===== src/rtl/clk_hex_io_pkg.sv =====
`default_nettype none
// ============================================================================
// Module      : clk_hex_io_pkg
// Description : Shared constants for the DE0-CV clock / HEX / LEDR front end.
// Revision    : 1.0 - initial release
// ============================================================================
package clk_hex_io_pkg;

    localparam int                HEXBITS    = 24;
    localparam int                LEDRBITS   = 10;
    localparam int                NUM_DIGITS = 6;
    localparam logic [HEXBITS-1:0] HEXRESET  = 24'hFEDEAD;

    // Segment patterns {g,f,e,d,c,b,a}, active-low
    localparam logic [6:0] SEG_0     = 7'h40;
    localparam logic [6:0] SEG_1     = 7'h79;
    localparam logic [6:0] SEG_2     = 7'h24;
    localparam logic [6:0] SEG_3     = 7'h30;
    localparam logic [6:0] SEG_4     = 7'h19;
    localparam logic [6:0] SEG_5     = 7'h12;
    localparam logic [6:0] SEG_6     = 7'h02;
    localparam logic [6:0] SEG_7     = 7'h78;
    localparam logic [6:0] SEG_8     = 7'h00;
    localparam logic [6:0] SEG_9     = 7'h10;
    localparam logic [6:0] SEG_A     = 7'h08;
    localparam logic [6:0] SEG_B     = 7'h03;
    localparam logic [6:0] SEG_C     = 7'h46;
    localparam logic [6:0] SEG_D     = 7'h21;
    localparam logic [6:0] SEG_E     = 7'h06;
    localparam logic [6:0] SEG_F     = 7'h0E;
    localparam logic [6:0] SEG_BLANK = 7'h7F;

endpackage
`default_nettype wire


===== src/rtl/clk_hex_io_seven_seg.sv =====
`default_nettype none
// ============================================================================
// Module      : seven_seg_decoder
// Description : Combinational nibble to active-low seven-segment decoder.
// Revision    : 1.0 - initial release
// ============================================================================
module seven_seg_decoder
    import clk_hex_io_pkg::*;
(
    input  logic [3:0] in,
    input  logic       off,
    output logic [6:0] out
);

    logic [6:0] w_seg;

    always_comb begin
        w_seg = SEG_BLANK;
        case (in)
            4'h0: w_seg = SEG_0;
            4'h1: w_seg = SEG_1;
            4'h2: w_seg = SEG_2;
            4'h3: w_seg = SEG_3;
            4'h4: w_seg = SEG_4;
            4'h5: w_seg = SEG_5;
            4'h6: w_seg = SEG_6;
            4'h7: w_seg = SEG_7;
            4'h8: w_seg = SEG_8;
            4'h9: w_seg = SEG_9;
            4'hA: w_seg = SEG_A;
            4'hB: w_seg = SEG_B;
            4'hC: w_seg = SEG_C;
            4'hD: w_seg = SEG_D;
            4'hE: w_seg = SEG_E;
            4'hF: w_seg = SEG_F;
            default: w_seg = SEG_BLANK;
        endcase
    end

    assign out = off ? SEG_BLANK : w_seg;

endmodule
`default_nettype wire


===== src/rtl/clk_hex_io.sv =====
`default_nettype none
// ============================================================================
// Module      : clk_hex_io
// Description : DE0-CV front end: behavioural PLL with lock, HEX/LEDR regs.
// Revision    : 1.0 - initial release
// ============================================================================
module clk_hex_io #(
    parameter int                 LOCK_CYCLES = 16,
    parameter int                 CLKDIV      = 1,
    parameter int                 HEXBITS     = clk_hex_io_pkg::HEXBITS,
    parameter int                 LEDRBITS    = clk_hex_io_pkg::LEDRBITS,
    parameter logic [HEXBITS-1:0] HEXRESET    = clk_hex_io_pkg::HEXRESET
) (
    input  logic                clk,
    input  logic                reset,
    output logic                outclk,
    output logic                locked,
    input  logic                wr_hex,
    input  logic                wr_ledr,
    input  logic [31:0]         wdata,
    input  logic [5:0]          hex_off,
    output logic [6:0]          HEX0,
    output logic [6:0]          HEX1,
    output logic [6:0]          HEX2,
    output logic [6:0]          HEX3,
    output logic [6:0]          HEX4,
    output logic [6:0]          HEX5,
    output logic [LEDRBITS-1:0] LEDR
);
    import clk_hex_io_pkg::*;

    localparam int c_LCW = $clog2(LOCK_CYCLES + 1);

    logic [c_LCW-1:0]    r_lock_cnt;
    logic                r_locked;
    logic [HEXBITS-1:0]  r_hex;
    logic [LEDRBITS-1:0] r_ledr;
    logic [6:0]          w_seg [NUM_DIGITS];
    logic                w_unused_wdata;

    // Counter freezes once locked; only reset can drop lock again
    always_ff @(posedge clk or posedge reset) begin
        if (reset) begin
            r_lock_cnt <= '0;
            r_locked   <= 1'b0;
        end else if (!r_locked) begin
            r_lock_cnt <= r_lock_cnt + 1'b1;
            if (r_lock_cnt == c_LCW'(LOCK_CYCLES - 1))
                r_locked <= 1'b1;
        end
    end

    assign locked = r_locked;

    generate
        if (CLKDIV <= 1) begin : g_clk_pass
            assign outclk = clk & ~reset;
        end else begin : g_clk_div
            localparam int c_HALF = CLKDIV / 2;
            localparam int c_DW   = (c_HALF > 1) ? $clog2(c_HALF) : 1;

            logic [c_DW-1:0] r_div;
            logic            r_outclk;

            always_ff @(posedge clk or posedge reset) begin
                if (reset) begin
                    r_div    <= '0;
                    r_outclk <= 1'b0;
                end else if (r_div == c_DW'(c_HALF - 1)) begin
                    r_div    <= '0;
                    r_outclk <= ~r_outclk;
                end else begin
                    r_div    <= r_div + 1'b1;
                end
            end

            assign outclk = r_outclk;
        end
    endgenerate

    always_ff @(posedge clk or posedge reset) begin
        if (reset) begin
            r_hex  <= HEXRESET;
            r_ledr <= '0;
        end else begin
            if (wr_hex)
                r_hex <= wdata[HEXBITS-1:0];
            if (wr_ledr)
                r_ledr <= wdata[LEDRBITS-1:0];
        end
    end

    assign LEDR = r_ledr;

    generate
        for (genvar i = 0; i < NUM_DIGITS; i++) begin : g_digit
            seven_seg_decoder u_dec (
                .in  (r_hex[4*i +: 4]),
                .off (hex_off[i]),
                .out (w_seg[i])
            );
        end
    endgenerate

    assign HEX0 = w_seg[0];
    assign HEX1 = w_seg[1];
    assign HEX2 = w_seg[2];
    assign HEX3 = w_seg[3];
    assign HEX4 = w_seg[4];
    assign HEX5 = w_seg[5];

    assign w_unused_wdata = &{1'b0, wdata[31:HEXBITS]};

endmodule
`default_nettype wire


===== config.mk =====
export PLATFORM = sky130hd
export DESIGN_NAME = clk_hex_io
export DESIGN_NICKNAME = d
export VERILOG_FILES = /design/src/rtl/clk_hex_io_pkg.sv /design/src/rtl/clk_hex_io_seven_seg.sv /design/src/rtl/clk_hex_io.sv
export SDC_FILE = /design/constraint.sdc
export NUM_CORES = 1
export LEC_CHECK = 0
export CAP_MARGIN = 25
export CELL_PAD_IN_SITES_DETAIL_PLACEMENT = 1
export CELL_PAD_IN_SITES_GLOBAL_PLACEMENT = 2
export CORE_MARGIN = 10
export CORE_UTILIZATION = 31
export CTS_CLUSTER_SIZE = 20
export DETAILED_ROUTE_END_ITERATION = 8
export PLACE_DENSITY = 0.83
export SKIP_CTS_REPAIR_TIMING = 1
export SLEW_MARGIN = 15
export SYNTH_ARGS = -nofsm -noshare
export SYNTH_HDL_FRONTEND = slang
export SYNTH_SLANG_ARGS = --single-unit

===== constraint.sdc =====
create_clock -name clk -period 3.62 [get_ports clk]
set_input_delay 0.543 -clock clk [delete_from_list [all_inputs] [get_ports clk]]
set_output_delay 0.543 -clock clk [all_outputs]
set_load 0.005 [all_outputs]

# Yosys cells after proc, flatten, opt, wreduce, memory -nomap -nowiden
# Memory sizes are Yosys's and may differ from the RTL's.
# Index checks and enable logic that the tools add are counted.
# W data, S select, Z words.
# word_totals
regBits,40
latchBits,0
ram_bits,0
romBits,672
input_bits,42
output_inout_bits,54
elab_cells,22
memories,6
# classes
n_addsub,1
multipliers,0
div_mod_pow,0
order_cmp,0
eq_ne,1
shifts,0
muxes,8
bitwise_logic,2
reduce_logical,0
# mem_list
memory,words,word_bits,rd,rd_ports_with_merged_regs,wr,line_no,text
(name not given),16,7,1,0,0,clk_hex_io_seven_seg.sv:19,case (in)
(name not given),16,7,1,0,0,clk_hex_io_seven_seg.sv:19,
(name not given),16,7,1,0,0,clk_hex_io_seven_seg.sv:19,
(name not given),16,7,1,0,0,clk_hex_io_seven_seg.sv:19,
(name not given),16,7,1,0,0,clk_hex_io_seven_seg.sv:19,
(name not given),16,7,1,0,0,clk_hex_io_seven_seg.sv:19,
# op_table
operator,count
$mux W7,6
$add A5 B1 Y5 const B,1
$eq A5 B4 Y1 const B,1
$mux W1,2
$and A1 B1 Y1,1
$not A1 Y1,1

# Longest topological paths before layout
# Gate-level depths: netlist of run 1.
# logic_depth
word_depth,3
mapped_depth,5
mapped_depth_nobuf,5

# Cells and area by module
# A second synthesis of run 1 with hierarchy kept.
# unflattened
hier_cells,303
hier_area_um2,3444.6
# modules_own_cells
module,instances,cells_per_inst,area_per_inst_um2,seq_area_each_um2
seven_seg_decoder,6,35,299.0,0.0
clk_hex_io,1,93,1650.3,1023.5

==> results.cfg, run 1 <==
[run_status]
outcome = completed

[global_routing]
grt-ovfl-total = 0
antenna_found_initial = 0
grt_pass1_vias = 2947
grt_start_max_net_pins = 41
grt_pass1_wl_um = 14800
track_usage = 0.122

[synth]
syn_inst = 318
syn_area_um2 = 3210
synth_xor_xnor_area_share = 0.00818
synth_cell_types = 32
synth_compound_area_frac = 0.147
yosysTopAreaCellShare = 0.171
yosys.area.top_type = dfrtp_1
synth-simple-area-share = 0.107
synth_adder_area_share = 0.171
synthesis.nets = 404
yosysSeqAreaShare = 0.319
synth_top_family_by_area = multiplexers
synth_edf_count = 0
synth_area_leaders = dfrtp_1 17%, ha_1 17%, dfstp_2 15%
ys_ff_latch = 40
synthFlopType = dfrtp_1
avgSynthCellArea_um2 = 10.1
yosysWarnings = 0
muxShareOfSynthArea = 0.193
ys_async_sr_fraction = 1.00

[setup_path]
cpMostUsedCell = clkbuf_8
critPathKind = clock port to primary output
cp_max_fo = 2
crit_arrival_ns = 2.60
reg2reg_from = r_lock_cnt[0]
worst_path_dominant_cell_family = buffers and inverters
cp.required_ns = 3.08
rr_worst_depth = 4
critPathBufInv = 3
critPathMaxStageDelay_ns = 0.45
r2r_slack_ns = 2.26
cp_slowest_cell = clkdlybuf4s50_1
r2r_end = locked
start_kind = clock port
crit_chain = clkbuf_8 -> clkbuf_8 -> nor2b_1 -> clkdlybuf4s50_1
crit_path_end_kind = primary output

[die]
ios = 96
row_count = 37
core_um2 = 10200
die_w_um = 122
start_util = 0.314
die-area_um2 = 14800
die_h_um = 122

[final_layout]
drive_gt1_frac = 0.175
area_delta_synth_final_pct = 33.5
fin_util = 0.419
fill_cells = 1169
nets = 486
final_cells = 537
n_antenna_cell = 0

[placement]
portBuffers = 87
dp_slack_ns = 0.736
gp_congestion = 0.793
place_hpwl_um = 6800
placed_cells = 526

[hold_path]
hp-start = r_lock_cnt[3]
holdPathStages = 1
min_to = r_lock_cnt[3]
hold_path_class = flip-flop to flip-flop

[detailed_routing]
wl_per_cell_um = 16.5
route.detailed.drc = 0
vias = 2656
routed_wl_um = 8880
drtIter0Drc = 147
dr.pass1.iters = 4
post_drt_via_cell_ratio = 4.95
ant_nets = 0

[timing]
timing_hold_violations_final = 0
setup_violations = 0
relSlewSlack = 0.364
worst_pin_slew_ns = 0.951
fin_skew_ns = 0.0104
fin_tns_setup_ns = 0
drv_slew = 0
postLayoutSetupSlackWorst_ns = 0.475
grt_setup_unrepaired = no

[power]
powerDensity_nw_per_um2 = 337
power_w = 0.00144
ir_drop_uv = 256
p_leak_nw = 1.91

[clock_tree]
clk_pin_slew_ns = 0.08
clk_latency_ns = 0.40
cts_tree = built

[run]
maxCapViolations = 0
## synth_stat cells, types with 9 or more instances
cell type  number
buf_2           9
dfrtp_1        22
a221o_1         9
ha_1           44
dfstp_2        18
nand2_1        15
o21ai_0        25
mux2_2         31
a211o_1        12
nor2_1         30
mux2i_1        18
a21oi_1        11
inv_1          20
## metrics by stage
step / hold slack (ns) / cell area (um2)
6_report: 0.471 / 4290
5_1_grt: 0.533 / 4290
4_1_cts: 0.480 / 4290
3_5_place_dp: 0.463 / 4170
3_3_place_gp: 0.458 / 4170
2_1_floorplan: 0.438 / 3210
## area by class of cell
type / count / area [um2] / area share
clock buffers: 11 / 128 / 0.0297
inverters: 20 / 75.1 / 0.0175
flip-flops and latches: 40 / 1020 / 0.239
well taps: 136 / 170 / 0.0397
multi-input cells: 241 / 2010 / 0.469
clock inverters: 1 / 5.00 / 0.00117
repair buffers: 88 / 876 / 0.204
## state kept, by name (all words and copies together), names as in the netlist
signal and count:
r_lock_cnt 5, LEDR 10, r_hex 24, locked 1
## layout by cell type, fill, tap and decap left out, drive strengths merged
cell type / Yosys / final
clkdlybuf4s50: 0 / 87
ha: 44 / 44
mux2: 31 / 31
nor2: 30 / 30
o21ai: 25 / 25
dfrtp: 22 / 22
inv: 20 / 20
mux2i: 18 / 18
dfstp: 18 / 18
nand2: 15 / 15
a211o: 12 / 12
a221o: 12 / 12
a21oi: 11 / 11
clkbuf: 4 / 10
nor2b: 6 / 6
nor3: 6 / 6
or2: 5 / 5
and3: 5 / 5
mux4: 4 / 4
a2111oi: 4 / 4
xnor2: 3 / 3
and2b: 3 / 3
a31oi: 2 / 2
o21bai: 2 / 2
buf: 13 / 2
nand2b: 1 / 1
nand4b: 1 / 1
nor3b: 1 / 1
clkinv: 0 / 1
## layer usage
metal | vias to the layer above | track usage | part of all wire | wire length [um]
li1 | 1283 | - | - | -
met3 | 3 | 0.0504 | 0.077 | 684
met2 | 64 | 0.203 | 0.48 | 4230
met1 | 1306 | 0.144 | 0.44 | 3930
met5 | - | 0 | 0 | 0
met4 | 0 | 0.0231 | 0.0032 | 28
## where the power goes
| group | leakage, nW | switching (W) | internal [W] |
|---|---|---|---|
| Sequential | 0.452 | 0.0000757 | 0.000500 |
| Combinational | 1.39 | 0.000190 | 0.000286 |
| Clock | 0.0696 | 0.000172 | 0.000219 |
| Total | 1.91 | 0.000439 | 0.00101 |
## how the worst max path moves through the flow
| stage | from | end | slack [ns] | depth (start not counted) |
|---|---|---|---|---|
| after detailed placement | clk | outclk | 0.74 | 2 |
| after CTS | clk | outclk | 0.46 | 4 |
| after global placement | clk | outclk | 0.74 | 2 |
| after global routing | r_hex[9] | HEX2[0] | 0.33 | 6 |
| after floorplan | clk | outclk | 1.15 | 1 |
| final | clk | outclk | 0.48 | 4 |
## logic make-up after synthesis
kind of cell,after synthesis
AOI/OAI and AO/OA,68
xor gates and xnor gates,3
adders and majority gates,44
buffers and inverters,37
DFF,40
muxes,53
and+or+nand+nor,73
## worst reg2reg max path, stage by stage, from the launching register on
cell and delay, ns:
dfrtp_1 0.41, ha_1 0.22, and3_1 0.19, ha_1 0.17, or2_2 0.26
Power figures use the tool's default switching activity.
==> run 2, diff against run 1 <==
Settings changed: CORE_UTILIZATION 31 to 29, PLACE_DENSITY 0.83 to 0.78.
Clock period 3.62 ns to 3.5 ns, I/O delays scaled along.
==> results.cfg, run 2 (synthesized netlist as in run 1, its figures left out) <==
[detailed_routing]
wl_per_cell_um = 15.9
post_drt_via_cell_ratio = 4.87
ant_nets = 0
dr.pass1.iters = 4
routed_wl_um = 8580
route.detailed.drc = 0
drtIter0Drc = 114
vias = 2632

[setup_path]
cp.required_ns = 2.97
cp_max_fo = 7
critPathKind = flip-flop to primary output
crit_arrival_ns = 2.55
start_kind = flip-flop
crit_path_end_kind = primary output

[die]
core_um2 = 10800
die_h_um = 125
row_count = 38
start_util = 0.296
die-area_um2 = 15700
die_w_um = 125
ios = 96

[placement]
place_hpwl_um = 6730
placed_cells = 530
gp_congestion = 0.768
portBuffers = 87

[clock_tree]
cts_tree = built
clk_pin_slew_ns = 0.08
clk_latency_ns = 0.39

[timing]
relSlewSlack = 0.450
fin_tns_setup_ns = 0
grt_setup_unrepaired = no
setup_violations = 0
timing_hold_violations_final = 0
drv_slew = 0
timing.fmax_ghz = 0.325
worst_pin_slew_ns = 0.824
period_share = 0.878
fin_skew_ns = 0.00850
period_needed_ns = 3.07

[power]
power_w = 0.00153
ir_drop_uv = 222
powerDensity_nw_per_um2 = 354
p_leak_nw = 1.92

[final_layout]
largest_register_ffs = 24
n_antenna_cell = 0
final-seq-area_um2 = 1020
multiInputGateArea_um2 = 2010
area_delta_synth_final_pct = 34.3
fill_cells = 1239
final_cells = 541
regMostFlops = r_hex
final_common_cell = clkdlybuf4s50_1
fin_util = 0.398
nets = 486
drive_gt1_frac = 0.177
layout_common_cells = 87 x clkdlybuf4s50_1, 44 x ha_1, 31 x mux2_2, 30 x nor2_1, 25 x o21ai_0

[global_routing]
grt_pass1_wl_um = 14800
track_usage = 0.109
antenna_found_initial = 0
grt_start_max_net_pins = 41
grt_pass1_vias = 2914
grt-ovfl-total = 0

[hold_path]
hold_path_class = flip-flop to flip-flop

[run_status]
outcome = completed

[run]
maxCapViolations = 0
## run 2: cell types whose count changed in the layout (fill, tap and decap cells not counted)
cell	before	now
clkinv_2	1	0
clkbuf_8	8	10
clkbuf_1	2	1
## run 2: power by group
group          switching (W)  internal, W  total [W]
clock network       0.000175     0.000267   0.000442
logic               0.000193     0.000296   0.000489
registers          0.0000773     0.000517   0.000594
## run 2: through the flow
| stage | setup WS (ns) | hold WS [ns] | cell area, um2 |
|---|---|---|---|
| floorplan | 1.11 | 0.438 | 3210 |
| detailed placement | 0.696 | 0.477 | 4170 |
| global placement | 0.696 | 0.456 | 4170 |
| global route | 0.303 | 0.511 | 4310 |
| CTS | 0.386 | 0.491 | 4310 |
| finish | 0.426 | 0.482 | 4310 |
## run 2: worst paths after layout
| path | from | cells after the start | slack (ns) | endpoint |
|---|---|---|---|---|
| worst max-delay path | r_hex[0] | 6 | 0.43 | HEX0[3] |
| worst min-delay path | r_lock_cnt[3] | 1 | 0.48 | r_lock_cnt[3] |
| worst max register to register | r_lock_cnt[0] | 4 | 2.12 | locked |
| worst min register to register | r_lock_cnt[3] | 1 | 0.48 | r_lock_cnt[3] |
| max in group asynchronous | reset | 2 | 2.33 | r_hex[6] |
| min in group asynchronous | reset | 2 | 0.65 | LEDR[5] |
## run 2: final cells by class
| class | count | share of cell area |
|---|---|---|
| well taps | 140 | 0.0406 |
| clock buffers | 12 | 0.0351 |
| flip-flops and latches | 40 | 0.237 |
| multi-input cells | 241 | 0.467 |
| repair buffers | 88 | 0.203 |
| inverters | 20 | 0.0174 |
## run 2: worst max-delay path, stage by stage (launching register included)
cell and delay (ns):
dfstp_2 0.61, inv_1 0.12, ha_1 0.29, inv_1 0.05, mux4_2 0.44, or2_1 0.21, clkdlybuf4s50_1 0.45
## run 2: per-layer routing
layer,up-vias,part of all wire,wire length [um],GRT usage
li1,1281,-,-,-
met1,1282,0.46,3980,0.139
met2,66,0.47,4040,0.179
met3,3,0.062,531,0.0359
met4,0,0.0033,28,0.0203
met5,-,0,0,0
==> run 3, diff against run 2 <==
Settings changed: CAP_MARGIN 25 to unset, MAX_ROUTING_LAYER set to met4.
==> results.cfg, run 3 (synthesized netlist as in run 1, its figures left out) <==
[clock_tree]
clk_pin_slew_ns = 0.08
cts_tree = built
clk_latency_ns = 0.39

[die]
die_h_um = 125
row_count = 38
die_w_um = 125
ios = 96
die-area_um2 = 15700
core_um2 = 10800
start_util = 0.296

[power]
p_leak_nw = 1.92
powerDensity_nw_per_um2 = 354
ir_drop_uv = 221

[final_layout]
n_antenna_cell = 0
drive_gt1_frac = 0.177
regMostFlops = r_hex
stdcell_area_um2 = 4310
area_delta_synth_final_pct = 34.3
layout_common_cells = 87 x clkdlybuf4s50_1, 44 x ha_1, 31 x mux2_2, 30 x nor2_1, 25 x o21ai_0
nets = 486
fill_cells = 1239
multiInputGateArea_um2 = 2010
final_common_cell = clkdlybuf4s50_1
final-seq-area_um2 = 1020
largest_register_ffs = 24

[timing]
timing.fmax_ghz = 0.325
fin_skew_ns = 0.00849
setup_violations = 0
period_share = 0.878
hold_ws_ns = 0.482
fin_tns_setup_ns = 0
grt_setup_unrepaired = no
period_needed_ns = 3.07
relSlewSlack = 0.448
timing_hold_violations_final = 0
drv_slew = 0
worst_pin_slew_ns = 0.826

[global_routing]
grt_start_max_net_pins = 41
track_usage = 0.113
grt-ovfl-total = 0
grt_use_met1 = 0.144
use_met2 = 0.178
grt_pass1_vias = 2919
grt_util_met3 = 0.0287
grt_pass1_wl_um = 14800
antenna_found_initial = 0
grt.busiest_layer = met2

[detailed_routing]
routed_wl_um = 8580
wl_per_cell_um = 15.9
ant_nets = 0
drtIter0Drc = 121
vias = 2634
post_drt_via_cell_ratio = 4.87
route.detailed.drc = 0
dr.pass1.iters = 6

[setup_path]
critPathBufInv = 3
rr_worst_depth = 4
cp_max_fo = 7
cpMostUsedCell = inv_1
start_kind = flip-flop
crit_chain = inv_1 -> ha_1 -> inv_1 -> mux4_2 -> or2_1 -> clkdlybuf4s50_1
cp_slowest_cell = dfstp_2
cp.required_ns = 2.97
r2r_end = locked
reg2reg_from = r_lock_cnt[0]
r2r_slack_ns = 2.12
crit_arrival_ns = 2.55
critPathMaxStageDelay_ns = 0.61
worst_path_dominant_cell_family = buffers and inverters
critPathKind = flip-flop to primary output
crit_path_end_kind = primary output

[run_status]
outcome = completed

[run]
maxCapViolations = 0

[placement]
portBuffers = 87
gp_congestion = 0.778
place_hpwl_um = 6730
post_dp_cell_area_um2 = 4170

[hold_path]
hold_path_class = flip-flop to flip-flop
holdPathStages = 1
hp-start = r_lock_cnt[3]
min_to = r_lock_cnt[3]
-- run 3: cell counts in the layout (fill, tap and decap cells not counted) --
No cell type changed its count.
-- run 3: worst reg2reg max path: cells and delay by family (launching register included) --
family                   cells  cell delay [ns]
AND/OR/NAND/NOR              2             0.46
flip-flops                   1             0.41
adder cells (fa/ha/maj)      2             0.39
-- run 3: area by class of cell --
cell class | instances | share of cell area
clock buffers | 12 | 0.0351
inverters | 20 | 0.0174
multi-input cells | 241 | 0.467
flip-flops and latches | 40 | 0.237
well taps | 140 | 0.0406
repair buffers | 88 | 0.203
-- run 3: worst max-delay path by stage --
stage	end	cells past startpoint	start	slack, ns
global placement	outclk	2	clk	0.70
floorplan	outclk	1	clk	1.11
global route	HEX0[3]	6	r_hex[0]	0.30
detailed placement	outclk	2	clk	0.70
finish	HEX0[3]	6	r_hex[0]	0.43
CTS	HEX0[3]	6	r_hex[0]	0.39
-- run 3: metal layers --
metal  vias up  routed length, um
li1       1281                  -
met1      1282               4160
met2        66               4040
met3         5                350
met4         0                 29
met5         -                  0
-- run 3: power by group --
| part | leakage, nW | internal, W | switching, W |
|---|---|---|---|
| clock | 0.0789 | 0.000267 | 0.000176 |
| combinational | 1.39 | 0.000296 | 0.000193 |
| sequential | 0.452 | 0.000517 | 0.0000774 |
| total | 1.92 | 0.00108 | 0.000446 |
-- run 3: per-stage QoR --
| step | total power [W] | std cells | setup slack (ns) | util |
|---|---|---|---|---|
| 4_1_cts | 0.00156 | 541 | 0.386 | 0.398 |
| 2_1_floorplan | 0.000862 | 318 | 1.11 | - |
| 6_report | 0.00153 | 541 | 0.426 | 0.398 |
| 3_5_place_dp | 0.00112 | 530 | 0.696 | 0.385 |
| 3_3_place_gp | 0.00111 | 530 | 0.696 | 0.385 |
| 5_1_grt | 0.00165 | 541 | 0.303 | 0.398 |
